## src/rtl/ramrw_ctl_pkg.sv

```systemverilog
// Shared definitions for the RAM read/write controller.
// Holds the controller state encoding and the collision counter width.
package ramrw_ctl_pkg;

  typedef enum logic [1:0] {
    S_RST  = 2'd0,
    S_INIT = 2'd1,
    S_RUN  = 2'd2
  } state_e;

  localparam int COLL_CNT_W = 16;
  localparam logic [COLL_CNT_W-1:0] COLL_CNT_MAX = '1;

endpackage

```

## src/rtl/ramrw_ctl_clr.sv

```systemverilog
// Clear sequencer for the RAM controller.
// While start_i is held high it steps addr_o from 0 to DEPTH-1, one word per
// cycle, and pulses done_o on the last word; the counter then returns to 0
// so the next clear begins at address 0 again.
module ramrw_ctl_clr
  import ramrw_ctl_pkg::*;
#(
  parameter int ADDRBIT = 9,
  parameter int DEPTH   = 512
) (
  input  logic               clk,
  input  logic               rst_n,
  input  logic               start_i,
  output logic               busy_o,
  output logic               done_o,
  output logic [ADDRBIT-1:0] addr_o
);

  localparam logic [ADDRBIT-1:0] LAST_ADDR = ADDRBIT'(DEPTH - 1);

  logic [ADDRBIT-1:0] addr_q;
  logic [ADDRBIT-1:0] addr_d;

  // Advance the clear address while enabled and wrap to 0 after the last word.
  always_comb begin
    busy_o = start_i;
    done_o = start_i && (addr_q == LAST_ADDR);
    addr_d = addr_q;
    if (done_o) begin
      addr_d = '0;
    end else if (start_i) begin
      addr_d = addr_q + 1'b1;
    end
  end

  // Clear address register; an async reset restarts any clear from word 0.
  always_ff @(posedge clk or negedge rst_n) begin
    if (!rst_n) begin
      addr_q <= '0;
    end else begin
      addr_q <= addr_d;
    end
  end

  assign addr_o = addr_q;

endmodule

```

## src/rtl/ramrw_ctl.sv

```systemverilog
// RAM read/write controller: clears the RAM after reset or on request, then
// arbitrates a write channel and a read channel onto a single-clock RAM with
// separate write and read ports. Writes win over reads to the same address.
// Optional feature: define RAMRW_CTL_BYPASS_EN to return the colliding write
// data directly to the reader instead of stalling the read for one cycle.
module ramrw_ctl
  import ramrw_ctl_pkg::*;
#(
  parameter int ADDRBIT = 9,
  parameter int DEPTH   = 512,
  parameter int WIDTH   = 32
) (
  input  logic                  clk,
  input  logic                  rst_n,
  input  logic                  init_req,
  output logic                  init_busy,
  input  logic                  wr_vld,
  output logic                  wr_rdy,
  input  logic [ADDRBIT-1:0]    wr_addr,
  input  logic [WIDTH-1:0]      wr_data,
  input  logic                  rd_vld,
  output logic                  rd_rdy,
  input  logic [ADDRBIT-1:0]    rd_addr,
  output logic                  rd_dvld,
  output logic [WIDTH-1:0]      rd_data,
  output logic                  ram_we,
  output logic [ADDRBIT-1:0]    ram_wa,
  output logic [WIDTH-1:0]      ram_di,
  output logic                  ram_re,
  output logic [ADDRBIT-1:0]    ram_ra,
  input  logic [WIDTH-1:0]      ram_do,
  output logic                  ram_test,
  output logic                  ram_mask,
  output logic [COLL_CNT_W-1:0] coll_cnt
);

  state_e state_q;
  state_e state_d;

  logic               clrBusy;
  logic               clrDone;
  logic [ADDRBIT-1:0] clrAddr;

  logic runOk;
  logic coll;
  logic wrAcc;
  logic rdAcc;

  logic [ADDRBIT-1:0]    raHold_q;
  logic [ADDRBIT-1:0]    raHold_d;
  logic                  rdVld_q;
  logic [WIDTH-1:0]      rdHold_q;
  logic [COLL_CNT_W-1:0] collCnt_q;
  logic [COLL_CNT_W-1:0] collCnt_d;

`ifdef RAMRW_CTL_BYPASS_EN
  logic             bypVld_q;
  logic [WIDTH-1:0] bypData_q;
`endif

  ramrw_ctl_clr #(
    .ADDRBIT (ADDRBIT),
    .DEPTH   (DEPTH)
  ) u_clr (
    .clk     (clk),
    .rst_n   (rst_n),
    .start_i (state_q == S_INIT),
    .busy_o  (clrBusy),
    .done_o  (clrDone),
    .addr_o  (clrAddr)
  );

  // Controller state: reset -> clear -> run, and back to clear on request.
  always_comb begin
    state_d = state_q;
    unique case (state_q)
      S_RST:   state_d = S_INIT;
      S_INIT:  if (clrDone) state_d = S_RUN;
      S_RUN:   if (init_req) state_d = S_INIT;
      default: state_d = S_RST;
    endcase
  end

  // Handshakes, RAM port drive and read data selection.
  always_comb begin
    runOk     = (state_q == S_RUN) && !init_req;
    coll      = runOk && wr_vld && rd_vld && (wr_addr == rd_addr);
    wrAcc     = runOk && wr_vld;
    wr_rdy    = runOk;
    init_busy = (state_q == S_RST) || clrBusy;

`ifdef RAMRW_CTL_BYPASS_EN
    rd_rdy = runOk;
    rdAcc  = rd_vld && rd_rdy;
    ram_re = rdAcc && !coll;
`else
    rd_rdy = runOk && !coll;
    rdAcc  = rd_vld && rd_rdy;
    ram_re = rdAcc;
`endif

    ram_we = 1'b0;
    ram_wa = '0;
    ram_di = '0;
    if (state_q == S_INIT) begin
      ram_we = 1'b1;
      ram_wa = clrAddr;
    end else if (wrAcc) begin
      ram_we = 1'b1;
      ram_wa = wr_addr;
      ram_di = wr_data;
    end

    ram_ra   = ram_re ? rd_addr : raHold_q;
    raHold_d = ram_ra;

    rd_data = rdHold_q;
    if (rdVld_q) begin
`ifdef RAMRW_CTL_BYPASS_EN
      rd_data = bypVld_q ? bypData_q : ram_do;
`else
      rd_data = ram_do;
`endif
    end

    collCnt_d = collCnt_q;
    if ((state_d == S_INIT) && (state_q != S_INIT)) begin
      collCnt_d = '0;
    end else if (coll && (collCnt_q != COLL_CNT_MAX)) begin
      collCnt_d = collCnt_q + 1'b1;
    end
  end

  // State register.
  always_ff @(posedge clk or negedge rst_n) begin
    if (!rst_n) begin
      state_q <= S_RST;
    end else begin
      state_q <= state_d;
    end
  end

  // Read pipeline, held read address/data and the saturating collision count.
  always_ff @(posedge clk or negedge rst_n) begin
    if (!rst_n) begin
      raHold_q  <= '0;
      rdVld_q   <= 1'b0;
      rdHold_q  <= '0;
      collCnt_q <= '0;
    end else begin
      raHold_q  <= raHold_d;
      rdVld_q   <= rdAcc;
      rdHold_q  <= rd_data;
      collCnt_q <= collCnt_d;
    end
  end

`ifdef RAMRW_CTL_BYPASS_EN
  // Capture colliding write data so it can be returned in place of RAM data.
  always_ff @(posedge clk or negedge rst_n) begin
    if (!rst_n) begin
      bypVld_q  <= 1'b0;
      bypData_q <= '0;
    end else begin
      bypVld_q <= coll;
      if (coll) begin
        bypData_q <= wr_data;
      end
    end
  end
`endif

  assign rd_dvld  = rdVld_q;
  assign ram_test = 1'b0;
  assign ram_mask = 1'b0;
  assign coll_cnt = collCnt_q;

endmodule

```

## config.mk

```make
export PLATFORM = sky130hd
export DESIGN_NAME = ramrw_ctl
export DESIGN_NICKNAME = d
export VERILOG_FILES = /design/src/rtl/ramrw_ctl_pkg.sv /design/src/rtl/ramrw_ctl_clr.sv /design/src/rtl/ramrw_ctl.sv
export SDC_FILE = /design/constraint.sdc
export NUM_CORES = 1
export LEC_CHECK = 0
export CORE_MARGIN = 4
export CORE_UTILIZATION = 36
export CTS_BUF_LIST = sky130_fd_sc_hd__clkbuf_4
export DETAILED_ROUTE_END_ITERATION = 7
export GPL_ROUTABILITY_DRIVEN = 1
export PLACE_DENSITY = 0.79
export SLEW_MARGIN = 25
export SYNTH_ARGS = -nofsm -noshare
export SYNTH_HDL_FRONTEND = slang
export SYNTH_SLANG_ARGS = --single-unit
```

## constraint.sdc

```tcl
create_clock -name clk -period 2.5 [get_ports clk]
set_input_delay 0.5 -clock clk [delete_from_list [all_inputs] [get_ports clk]]
set_output_delay 0.5 -clock clk [all_outputs]
set_load 0.01 [all_outputs]
```

== Word-level counts from Yosys, hierarchy flattened ==
Cells that the tools add are included.

* Bits of input ports: 87
* Register bits after elaboration: 69
* Output and inout bits: 106
* Word-level logic and storage cells: 45

* Equal/unequal tests: 7
* Reductions and logical operators: 15
* Add/subtract/negate cells: 2
* Mux-type cells: 15

{| class="wikitable"
|+ Operator list
! kind !! number
|-
| $mux W32 || 3
|-
| $mux W9 || 5
|-
| $mux W16 || 2
|-
| $add A16 B1 Y16 const B || 1
|-
| $ne A16 B16 Y1 const B || 1
|-
| $add A9 B1 Y9 const B || 1
|-
| $eq A9 B9 Y1 || 1
|-
| $eq A9 B9 Y1 const B || 1
|-
| $logic_and A1 B1 Y1 || 9
|-
| $pmux W2 S3 || 1
|-
| $eq A2 B1 Y1 const B || 2
|-
| $mux W2 || 2
|-
| $reduce_bool A2 Y1 || 2
|-
| $eq A2 B2 Y1 const B || 1
|-
| $logic_not A1 Y1 || 2
|-
| $logic_not A2 Y1 || 1
|-
| $mux W1 || 2
|-
| $ne A2 B1 Y1 const B || 1
|-
| $logic_or A1 B1 Y1 || 1
|}

== Logic depth before layout (Yosys ltp) ==
Gate-level depths: netlist of the first run.

* Depth in word-level cells: 9
* Mapped depth: 8
* Mapped depth without buffers: 7

== By module ==
From an unflattened synthesis of the first run, not the netlist that was laid out.

* Cells, all modules: 315
* Area total of the unflattened synthesis: 3493.4 µm²

{| class="wikitable"
|+ Modules (own cells, without submodules)
! module !! cells each !! area an instance (µm²) !! times used !! sequential area each (µm²)
|-
| ramrw_ctl || 266 || 3017.9 || 1 || 1501.4
|-
| ramrw_ctl_clr || 49 || 475.5 || 1 || 225.2
|}

== Worst setup path after synthesis of the first run ==
Ideal clock, no wire load.

* Kind: input port to output port
* Start point: input port wr_vld
* End point: output port ram_ra[0]
* Arrival time: 2.112 ns
* Path buffers: 1
* Stages: 6
* Path slack: -0.112 ns
* Cells stage by stage: nor4bb_1 > buf_2 > nand4_2 > or3_1 > nand3_1 > mux2_2

* Longest elaborated chain between the ends: 7

{| class="wikitable"
|+ Ends and longest elaborated chain
! what !! RTL line !! source
|-
| start, declared || ramrw_ctl.sv:17 || <nowiki>input logic wr_vld,</nowiki>
|-
| $logic_and A1 B1 Y1 (3 in a row) || ramrw_ctl.sv:87 || <nowiki>coll = runOk && wr_vld && rd_vld && (wr_addr == rd_addr);</nowiki>
|-
| $logic_not A1 Y1 || ramrw_ctl.sv:97 || <nowiki>rd_rdy = runOk && !coll;</nowiki>
|-
| $logic_and A1 B1 Y1 || ramrw_ctl.sv:97 ||
|-
| $logic_and A1 B1 Y1 || ramrw_ctl.sv:98 || <nowiki>rdAcc = rd_vld && rd_rdy;</nowiki>
|-
| $mux W9 || ramrw_ctl.sv:114 || <nowiki>ram_ra = ram_re ? rd_addr : raHold_q;</nowiki>
|-
| end, declared || ramrw_ctl.sv:30 || <nowiki>output logic [ADDRBIT-1:0] ram_ra,</nowiki>
|}

No other way between the ends.

== Worst setup path in the final report of the first run ==
* Start point: input port wr_addr[8]
* End point: output port ram_ra[6]

* Longest elaborated chain between the ends: 6

{| class="wikitable"
|+ Ends and longest elaborated chain
! what !! RTL line !! source
|-
| start, declared || ramrw_ctl.sv:19 || <nowiki>input logic [ADDRBIT-1:0] wr_addr,</nowiki>
|-
| $eq A9 B9 Y1 || ramrw_ctl.sv:87 ||
|-
| $logic_and A1 B1 Y1 || ramrw_ctl.sv:87 ||
|-
| $logic_not A1 Y1 || ramrw_ctl.sv:97 ||
|-
| $logic_and A1 B1 Y1 || ramrw_ctl.sv:97 ||
|-
| $logic_and A1 B1 Y1 || ramrw_ctl.sv:98 ||
|-
| $mux W9 || ramrw_ctl.sv:114 ||
|}

No other way between the ends.

==> flow_metrics.py, run 1 <==
metrics = {
    "timing": {
        "fin_hold_ws_ns": 0.436,
        "slew_headroom_pct": 60.6,
        "hold_viol": 0,
        "total_of_endpoints_with_negative_setup_slack_in_the_final_report": 40,
        "setup-tns-final_ns": -7.96,
        "rsz_0062_raised_after_global_routing": "yes",
        "layout_worst_path_cycle_share_pct": 117,
        "fin_crit_period_ns": 2.92,
        "fmax_mhz": 342,
        "finalClockSkew_ns": 0.0109,
        "tightest_slew_ns": 0.586,
        "final.setup.worst_slack_ns": -0.424,
        "report.final.slew_viol_count": 0,
    },
    "power_and_ir_drop": {
        "power_density_nw_per_um2": 354,
        "vdd_drop_max_mv": 0.312,
        "power.static_leakage_nw": 2.80,
    },
    "die": {
        "floorplan.core_area_um2": 9200,
        "effective_utilization_at_floorplan_pct": 36.7,
        "dieArea_um2": 11000,
        "io_pins": 193,
        "floorplan.die.height_um": 105,
        "placementRows": 35,
        "die_w_um": 105,
    },
    "global_routing": {
        "antenna_violations_before_repair": 0,
        "grt_first_pass_wirelength_um": 18800,
        "grt_max_degree": 38,
        "groute.usage.overall_pct": 21.7,
        "first_global_vias": 3444,
        "total_congestion_overflow_after_global_routing": 0,
    },
    "placed_design": {
        "placed_inst_area_um2": 5590,
        "placement_setup_slack_ns": -1.01,
        "detailed_place_hpwl_um": 8410,
        "io_buffer_count": 190,
        "gpl.final_weighted_congestion": 0.842,
    },
    "critical_path": {
        "reg2reg_from": "state_q[0]",
        "critPathRequiredTime_ns": 2.00,
        "ff2ff_path_depth": 11,
        "timing.critical_path.max_delay_family": "simple AND/OR/NAND/NOR gates",
        "critical_path.reg2reg.endpoint": "coll_cnt[8]",
        "worstPathBufferInverterCount": 2,
        "critPathMaxStageDelay_ns": 0.54,
        "worst-setup-path-type": "in -> out",
        "critical_path_peak_fanout": 5,
        "critPathCaptureType": "primary output",
        "setup.worst_path.start_class": "input pin",
        "crit_arrival_ns": 2.42,
        "r2r_setup_slack_ns": -0.33,
        "cpMaxStageDelayCell": "sky130_fd_sc_hd__clkdlybuf4s50_1",
        "cp_cell_sequence": "clkdlybuf4s50_1 -> xnor2_2 -> nand4_1 -> or3_4 -> nand3_4 -> mux2_4 -> buf_6",
    },
    "synthesis": {
        "ys.warnings.count": 0,
        "synth.ff_latch_count": 69,
        "yosys.cell_types.count": 36,
        "synth_flop_cell": "sky130_fd_sc_hd__dfrtp_1",
        "postSynthAreaPerCell_um2": 10.9,
        "synth_area_um2": 3380,
        "synth.yosys.seq_area_share_pct": 51.1,
        "ys_async_sr_fraction_pct": 100,
        "synth_enable_flop_cells": 0,
        "synthCells": 310,
    },
    "clock_tree": {
        "tritoncts.num_buffers": 9,
        "clock_latency_ns": 0.41,
        "max-clock-path-buffers": 2,
        "clock_tree.htree_level_count": 3,
        "cts.sinks": 69,
        "cts_root_buffer": "sky130_fd_sc_hd__clkbuf_4",
        "cts_tree": "yes",
        "cts.clk_slew.worst_paths_ns": 0.11,
    },
    "drt": {
        "finalWirelength_um": 12100,
        "avgRoutedWirePerCell_um": 18.4,
        "drt-vias-per-instance": 5.07,
        "detail_route.first_pass.iterations": 6,
        "detailroute.via_count": 3342,
        "detail_route.drc_violations": 0,
        "ant_nets": 0,
        "detailed_route_iter0_violations": 124,
    },
    "layout": {
        "fillerInstances": 702,
        "drive_gt1_share_pct": 31.6,
        "area_delta_synth_final_pct": 81.9,
        "post-route-cell-area_um2": 6140,
        "net_count_of_the_finished_layout": 633,
        "antennaDiodeCount": 0,
    },
    "run_status": {
        "violations": "setup timing",
        "outcome": "finished, violations left",
    },
    "hold_path": {
        "hold_path_class": "in -> async",
    },
    "job": {
        "cap_violations": 0,
    },
}
==> worst max path at each step <==
stage | startpoint | to | slack, ns | cells past startpoint
after global routing | wr_addr[8] | ram_ra[7] | -0.47 | 7
after global placement | init_req | ram_ra[6] | -0.97 | 7
after CTS | state_q[0] | ram_ra[6] | -0.35 | 6
after floorplan | wr_vld | ram_ra[0] | 0.0007 | 6
after detailed placement | init_req | ram_ra[6] | -1.01 | 7
final | wr_addr[8] | ram_ra[6] | -0.42 | 7
==> area by class of cell <==
| cell class | count | area [µm²] | area share, % |
|---|---|---|---|
| clock inverter | 7 | 98.8 | 1.61 |
| inverter | 6 | 25.0 | 0.408 |
| sequential | 69 | 1730 | 28.1 |
| tap | 111 | 139 | 2.26 |
| timing repair buffer | 237 | 2340 | 38.2 |
| multi-input combinational | 220 | 1740 | 28.3 |
| clock buffer | 9 | 67.6 | 1.10 |
==> metrics by stage <==
stage | util [%] | std cells | power (mW)
2_1_floorplan | - | 311 | 1.16
3_3_place_gp | 60.8 | 622 | 1.34
3_5_place_dp | 60.8 | 622 | 1.34
4_1_cts | 66.0 | 659 | 2.19
5_1_grt | 66.8 | 659 | 2.27
6_report | 66.8 | 659 | 2.17
==> registers in the layout, summed over array words and instances (netlist names) <==
name          flops
rd_dvld           1
raHold_q          9
u_clr.addr_o      9
coll_cnt         16
rdHold_q         32
state_q           2
==> cells in the final DEF (no fill, tap or decap), types with 5 or more instances in the layout <==
cell type,count
sky130_fd_sc_hd__a21oi_1,9
sky130_fd_sc_hd__mux2_2,33
sky130_fd_sc_hd__buf_4,27
sky130_fd_sc_hd__nor2_1,6
sky130_fd_sc_hd__xnor2_1,9
sky130_fd_sc_hd__a21oi_2,8
sky130_fd_sc_hd__mux2_4,9
sky130_fd_sc_hd__clkbuf_4,9
sky130_fd_sc_hd__buf_6,29
sky130_fd_sc_hd__clkdlybuf4s50_1,125
sky130_fd_sc_hd__dlygate4sd2_1,9
sky130_fd_sc_hd__clkdlybuf4s15_1,19
sky130_fd_sc_hd__nand3_1,11
sky130_fd_sc_hd__and2_1,25
sky130_fd_sc_hd__dfrtp_1,68
sky130_fd_sc_hd__and2_4,8
sky130_fd_sc_hd__a22o_1,8
sky130_fd_sc_hd__o21ai_0,14
sky130_fd_sc_hd__nand2_1,19
sky130_fd_sc_hd__or3_1,9
sky130_fd_sc_hd__inv_1,5
sky130_fd_sc_hd__buf_2,18
sky130_fd_sc_hd__nor3_1,6
sky130_fd_sc_hd__nand4_1,5
==> what timing repair did <==
action,4_1_cts,5_1_grt
hold buffers,1,0
pin swaps,29,9
buffers inserted,21,5
gates cloned,5,0
endpoints found under the setup margin,83,67
resized for setup,247,23
hold endpoints to repair,1,0
==> kinds of logic after synthesis <==
group	count (synthesis)	share of synthesized area, %
compound gates	47	8.45
xor+xnor	12	3.11
fa+ha+maj	3	1.11
buf+inv	23	2.85
flops	69	51.1
mux	44	14.6
other cells	1	0.111
simple gates	111	18.6
==> synthesized netlist by cell type (3+ instances only) <==
master	n	share of area (%)
sky130_fd_sc_hd__or4_1	5	1.1
sky130_fd_sc_hd__nand4_1	5	0.93
sky130_fd_sc_hd__nor3_1	6	0.89
sky130_fd_sc_hd__nor2_1	7	0.78
sky130_fd_sc_hd__xnor2_1	11	2.9
sky130_fd_sc_hd__a21oi_1	17	2.5
sky130_fd_sc_hd__dfrtp_1	69	51
sky130_fd_sc_hd__or3_1	10	1.9
sky130_fd_sc_hd__nand2_1	19	2.1
sky130_fd_sc_hd__a22o_1	8	2.1
sky130_fd_sc_hd__mux2_2	42	14
sky130_fd_sc_hd__clkbuf_1	10	1.1
sky130_fd_sc_hd__nand3_1	12	1.8
sky130_fd_sc_hd__inv_1	6	0.67
sky130_fd_sc_hd__o31ai_1	3	0.67
sky130_fd_sc_hd__nand3b_1	3	0.67
sky130_fd_sc_hd__and2_1	33	6.1
sky130_fd_sc_hd__ha_1	3	1.1
sky130_fd_sc_hd__buf_1	3	0.33
sky130_fd_sc_hd__o21ai_0	15	2.2
==> power breakdown <==
part / internal [mW] / total [mW] / leakage, nW / switching (mW)
clock network: 0.410 / 0.846 / 0.0865 / 0.436
registers: 1.12 / 1.12 / 0.943 / 0
logic: 0.141 / 0.210 / 1.77 / 0.0686
total: 1.67 / 2.17 / 2.80 / 0.504
==> per-layer routing <==
layer	wire length, µm	GRT usage, %
met3	758	7.35
met1	5050	26.7
met4	240	5.81
met2	6080	36.3
met5	0	0
Power figures use the tool's default switching activity.
==> run 2, diff against run 1 <==
Settings changed: CORE_MARGIN 4 to 2, HOLD_SLACK_MARGIN set to 0.05.
==> run 2 against run 1 <==
The flow still finishes with violations (setup timing). Global-route usage decreased by 1.4 points. Largest cell class unchanged. Flip-flop and latch count unchanged. Die area is 7.5% lower. Clock skew increased by 0.0093 ns. Core utilization is 1.8 points lower.
==> flow_metrics.py, run 2 (synthesis results as in run 1) <==
metrics = {
    "critical_path": {
        "cp_cell_sequence": "clkdlybuf4s50_1 -> xnor2_1 -> nand4_2 -> or3_4 -> nand3_4 -> mux2_4 -> buf_6",
        "crit_arrival_ns": 2.38,
        "critical_path_peak_fanout": 5,
        "critPathMaxStageDelay_ns": 0.44,
        "cpMaxStageDelayCell": "sky130_fd_sc_hd__clkdlybuf4s50_1",
        "critPathCaptureType": "primary output",
        "setup.worst_path.start_class": "input pin",
        "critPathRequiredTime_ns": 2.00,
        "worst-setup-path-type": "in -> out",
    },
    "job": {
        "cap_violations": 0,
    },
    "global_routing": {
        "global_route.peak_usage_layer": "met2",
        "grt_first_pass_wirelength_um": 16100,
        "grt_use_met1_pct": 26.4,
        "gr-usage-met3_pct": 4.79,
        "groute.usage.overall_pct": 20.3,
        "globalRouteMet2Util_pct": 33.4,
        "first_global_vias": 3192,
        "total_congestion_overflow_after_global_routing": 0,
        "antenna_violations_before_repair": 0,
        "grt_max_degree": 34,
    },
    "clock_tree": {
        "cts_tree": "yes",
        "cts_hold_buffers": 0,
        "cts_root_buffer": "sky130_fd_sc_hd__clkbuf_4",
        "max-clock-path-buffers": 2,
        "clock_tree.htree_level_count": 3,
        "tritoncts.num_buffers": 9,
        "cts.clk_slew.worst_paths_ns": 0.11,
        "clock_latency_ns": 0.40,
        "cts.sinks": 69,
    },
    "placed_design": {
        "placed_inst_area_um2": 5570,
        "place.detailed.instances": 621,
        "io_buffer_count": 190,
        "detailed_place_hpwl_um": 7840,
        "gpl.final_weighted_congestion": 0.799,
    },
    "timing": {
        "slew_headroom_pct": 53.7,
        "final.setup.worst_slack_ns": -0.382,
        "hold_viol": 0,
        "total_of_endpoints_with_negative_setup_slack_in_the_final_report": 11,
        "layout_worst_path_cycle_share_pct": 115,
        "fin_crit_period_ns": 2.88,
        "tightest_slew_ns": 0.689,
        "rsz_0062_raised_after_global_routing": "yes",
        "report.final.slew_viol_count": 0,
        "fmax_mhz": 347,
        "finalClockSkew_ns": 0.0203,
    },
    "hold_path": {
        "hold_path_class": "in -> async",
    },
    "layout": {
        "net_count_of_the_finished_layout": 626,
        "antennaDiodeCount": 0,
        "largest_register_ffs": 32,
        "post-route-cell-area_um2": 5940,
        "final_core_util_pct": 64.9,
        "finish.cell_count_without_fillers": 652,
        "drive_gt1_share_pct": 32.9,
        "final_cell_mix": "sky130_fd_sc_hd__clkdlybuf4s50_1, sky130_fd_sc_hd__dfrtp_1, sky130_fd_sc_hd__mux2_2, sky130_fd_sc_hd__buf_4, sky130_fd_sc_hd__buf_6",
        "area_delta_synth_final_pct": 76.0,
        "most_frequent_standard_cell_in_the_layout_excluding_fill_and_tap_cells": "sky130_fd_sc_hd__clkdlybuf4s50_1",
        "fillerInstances": 693,
        "largest_register": "rdHold_q",
    },
    "die": {
        "effective_utilization_at_floorplan_pct": 36.9,
        "floorplan.die.height_um": 101,
        "placementRows": 35,
        "io_pins": 193,
        "dieArea_um2": 10200,
        "floorplan.core_area_um2": 9150,
        "die_w_um": 101,
    },
    "power_and_ir_drop": {
        "power_density_nw_per_um2": 360,
        "vdd_drop_max_mv": 0.249,
        "report.power.total_mw": 2.14,
        "power.static_leakage_nw": 2.70,
    },
    "drt": {
        "drt-vias-per-instance": 5.03,
        "finalWirelength_um": 11100,
        "detailroute.via_count": 3277,
        "detail_route.drc_violations": 0,
        "detail_route.first_pass.iterations": 4,
        "avgRoutedWirePerCell_um": 17.0,
        "ant_nets": 0,
        "detailed_route_iter0_violations": 70,
    },
    "run_status": {
        "violations": "setup timing",
        "outcome": "finished, violations left",
    },
}
-- run 2: cell types whose count changed in the layout (fill, tap and decap cells not counted), moves of 6 or more --
cell	before	now
sky130_fd_sc_hd__clkbuf_2	0	20
sky130_fd_sc_hd__clkdlybuf4s15_1	19	0
sky130_fd_sc_hd__buf_2	18	11
sky130_fd_sc_hd__a21oi_1	9	15
sky130_fd_sc_hd__a21oi_2	8	2
sky130_fd_sc_hd__clkdlybuf4s50_1	125	131
-- run 2: final cells by class --
type,instances,area (µm²),area share [%]
Clock buffer,10,75.1,1.26
Timing Repair Buffer,229,2180,36.6
Sequential cell,69,1730,29.1
Inverter,6,25.0,0.421
Multi-Input combinational cell,221,1710,28.8
Tap cell,111,139,2.34
Clock inverter,6,87.6,1.47
-- run 2: final timing paths --
check	startpoint	to	slack (ns)	cells after the start
max	wr_addr[7]	ram_ra[2]	-0.38	7
min	rst_n	coll_cnt[5]	0.10	1
max reg2reg	state_q[0]	coll_cnt[8]	0.08	7
min reg2reg	rdHold_q[19]	rdHold_q[19]	0.50	1
max in group asynchronous	rst_n	u_clr.addr_o[2]	1.62	2
min in group clk	rdHold_q[19]	rdHold_q[19]	0.50	1
-- run 2: critical path: cells and delay by family --
kind / cells / cell delay [ns]
simple gates: 3 / 0.68
buf+inv: 2 / 0.56
mux: 1 / 0.33
xor+xnor: 1 / 0.29
-- run 2: stage by stage --
| step | setup TNS (ns) | hold slack, ns | setup WS (ns) |
|---|---|---|---|
| floorplan | 0 | 0.204 | 0.000667 |
| global placement | -32.39 | 0.479 | -0.973 |
| detailed placement | -34.28 | 0.485 | -1.01 |
| CTS | -4.37 | 0.0913 | -0.355 |
| global route | -6.23 | 0.120 | -0.476 |
| finish | -3.90 | 0.102 | -0.382 |
-- run 2: per-layer routing --
layer	wire [µm]	up-vias
li1	-	1550
met1	4560	1568
met2	5600	144
met5	0	-
met3	796	15
met4	156	0
-- run 2: power by group --
part,switching (mW),internal [mW],total [mW]
combinational,0.0659,0.136,0.202
sequential,0,1.12,1.12
clock,0.405,0.415,0.820
total,0.471,1.67,2.14
-- run 2: repair_timing --
item / CTS / global route
pin swaps: 15 / 15
gates resized for setup: 192 / 80
setup endpoints to repair: 56 / 58
setup buffers: 7 / 5
gates cloned: 3 / 3
==> run 3, diff against run 2 <==
Settings changed: TNS_END_PERCENT set to 50.
==> run 3 against run 2 <==
The run still ends with setup timing left. Via count up 0.24%. Core utilization rose by 0.19 points. Setup slack better by 0.022 ns. Wire length rose by 1.8%. Highest routed layer unchanged.
==> flow_metrics.py, run 3 (synthesis results as in run 1) <==
metrics = {
    "layout": {
        "final_core_util_pct": 65.1,
        "fillerInstances": 692,
        "ff_latch_area_um2": 1730,
        "drive_gt1_share_pct": 33.3,
        "final_cell_mix": "sky130_fd_sc_hd__clkdlybuf4s50_1, sky130_fd_sc_hd__dfrtp_1, sky130_fd_sc_hd__mux2_2, sky130_fd_sc_hd__buf_2, sky130_fd_sc_hd__buf_4",
        "area_delta_synth_final_pct": 76.5,
        "net_count_of_the_finished_layout": 629,
        "largest_register_ffs": 32,
        "largest_register": "rdHold_q",
        "antennaDiodeCount": 0,
        "most_frequent_standard_cell_in_the_layout_excluding_fill_and_tap_cells": "sky130_fd_sc_hd__clkdlybuf4s50_1",
        "multi_input_area_um2": 1710,
    },
    "drt": {
        "detail_route.drc_violations": 0,
        "detailroute.via_count": 3285,
        "detailed_route_iter0_violations": 78,
        "routed-wl-met3_um": 728,
        "topRoutingLayerUsed": "met4",
        "finalWirelength_um": 11300,
        "detail_route.first_pass.iterations": 4,
        "avgRoutedWirePerCell_um": 17.3,
        "met1_length_um": 4820,
        "ant_nets": 0,
        "drt-vias-per-instance": 5.02,
        "route.met2.wl_um": 5550,
    },
    "critical_path": {
        "critPathRequiredTime_ns": 2.00,
        "crit_arrival_ns": 2.36,
        "critical_path.reg2reg.endpoint": "coll_cnt[8]",
        "setup.worst_path.start_class": "input pin",
        "ff2ff_path_depth": 7,
        "worst-setup-path-type": "in -> out",
        "reg2reg_from": "state_q[0]",
        "critical_path_peak_fanout": 5,
        "r2r_setup_slack_ns": 0.08,
        "critPathCaptureType": "primary output",
    },
    "timing": {
        "layout_worst_path_cycle_share_pct": 114,
        "setup-tns-final_ns": -3.64,
        "fin_crit_period_ns": 2.86,
        "finalClockSkew_ns": 0.0196,
        "tightest_slew_ns": 0.694,
        "fin_hold_ws_ns": 0.0941,
        "final.setup.worst_slack_ns": -0.360,
        "report.final.slew_viol_count": 0,
        "rsz_0062_raised_after_global_routing": "yes",
        "total_of_endpoints_with_negative_setup_slack_in_the_final_report": 15,
        "slew_headroom_pct": 53.4,
        "fmax_mhz": 350,
        "hold_viol": 0,
    },
    "clock_tree": {
        "cts.clk_slew.worst_paths_ns": 0.11,
        "cts_tree": "yes",
        "cts_hold_buffers": 0,
        "tritoncts.num_buffers": 9,
        "cts.sinks": 69,
        "clock_latency_ns": 0.41,
        "max-clock-path-buffers": 2,
        "cts_root_buffer": "sky130_fd_sc_hd__clkbuf_4",
        "clock_tree.htree_level_count": 3,
    },
    "placed_design": {
        "io_buffer_count": 190,
        "detailed_place_hpwl_um": 7840,
        "gpl.final_weighted_congestion": 0.799,
        "placement_setup_slack_ns": -1.01,
    },
    "global_routing": {
        "first_global_vias": 3156,
        "groute.usage.overall_pct": 20.1,
        "grt_max_degree": 34,
        "grt_first_pass_wirelength_um": 15900,
        "total_congestion_overflow_after_global_routing": 0,
        "antenna_violations_before_repair": 0,
    },
    "power_and_ir_drop": {
        "power.static_leakage_nw": 2.73,
        "power_density_nw_per_um2": 359,
        "vdd_drop_max_mv": 0.236,
    },
    "job": {
        "cap_violations": 0,
    },
    "die": {
        "io_pins": 193,
        "floorplan.die.height_um": 101,
        "floorplan.core_area_um2": 9150,
        "placementRows": 35,
        "dieArea_um2": 10200,
        "die_w_um": 101,
        "effective_utilization_at_floorplan_pct": 36.9,
    },
    "hold_path": {
        "hold_path_class": "in -> async",
    },
    "run_status": {
        "outcome": "finished, violations left",
        "violations": "setup timing",
    },
}
## run 3: cell types whose count changed in the layout (fill, tap and decap cells not counted), moves of 2 or more
cell | previous run | this run
sky130_fd_sc_hd__buf_2 | 11 | 33
sky130_fd_sc_hd__clkbuf_2 | 20 | 0
sky130_fd_sc_hd__and2_1 | 20 | 22
sky130_fd_sc_hd__and2_4 | 13 | 11
sky130_fd_sc_hd__buf_4 | 30 | 32
## run 3: area by class of cell
cell class / count / share of cell area, %
repair buffers: 232 / 36.8
flip-flops and latches: 69 / 29.0
multi-input cells: 221 / 28.7
well taps: 111 / 2.33
clock inverters: 6 / 1.47
clock buffers: 10 / 1.26
inverters: 6 / 0.420
## run 3: metrics by stage
stage / instance area, µm² / cells / power (mW)
after floorplan: 3380 / 311 / 1.16
after global placement: 5570 / 621 / 1.34
after detailed placement: 5570 / 621 / 1.34
after CTS: 5860 / 643 / 2.16
after global routing: 5960 / 655 / 2.23
final: 5960 / 655 / 2.14
## run 3: per-layer routing
layer | vias to the layer above | track usage, %
li1 | 1555 | -
met1 | 1580 | 26.4
met2 | 128 | 32.7
met3 | 22 | 4.65
met4 | 0 | 6.85
met5 | - | 0
## run 3: critical path: stages
cell                              delay [ns]
sky130_fd_sc_hd__clkdlybuf4s50_1        0.54
sky130_fd_sc_hd__xnor2_1                0.13
sky130_fd_sc_hd__nand4_1                0.14
sky130_fd_sc_hd__or3_4                  0.45
sky130_fd_sc_hd__nand3_4                0.15
sky130_fd_sc_hd__mux2_4                 0.33
sky130_fd_sc_hd__buf_6                  0.12
## run 3: power breakdown
part / total, mW / switching, mW / internal [mW]
clock: 0.821 / 0.406 / 0.415
sequential: 1.12 / 0 / 1.12
combinational: 0.202 / 0.0651 / 0.137
total: 2.14 / 0.471 / 1.67
## run 3: worst max path at each step
stage / start / end / slack, ns / cells past startpoint
after global placement: init_req / ram_ra[6] / -0.97 / 7
after detailed placement: init_req / ram_ra[1] / -1.01 / 7
after floorplan: wr_vld / ram_ra[0] / 0.0007 / 6
after CTS: state_q[0] / ram_ra[8] / -0.35 / 6
final: rd_addr[3] / ram_ra[2] / -0.36 / 7
after global routing: state_q[0] / ram_ra[8] / -0.47 / 6
## run 3: timing repair
item / in CTS / in global routing
pin swaps: 5 / 17
gates resized for setup: 158 / 127
cloned: 2 / 5
setup endpoints to repair: 56 / 59
endpoints found under the hold margin: 0 / 0
buffers inserted: 5 / 8
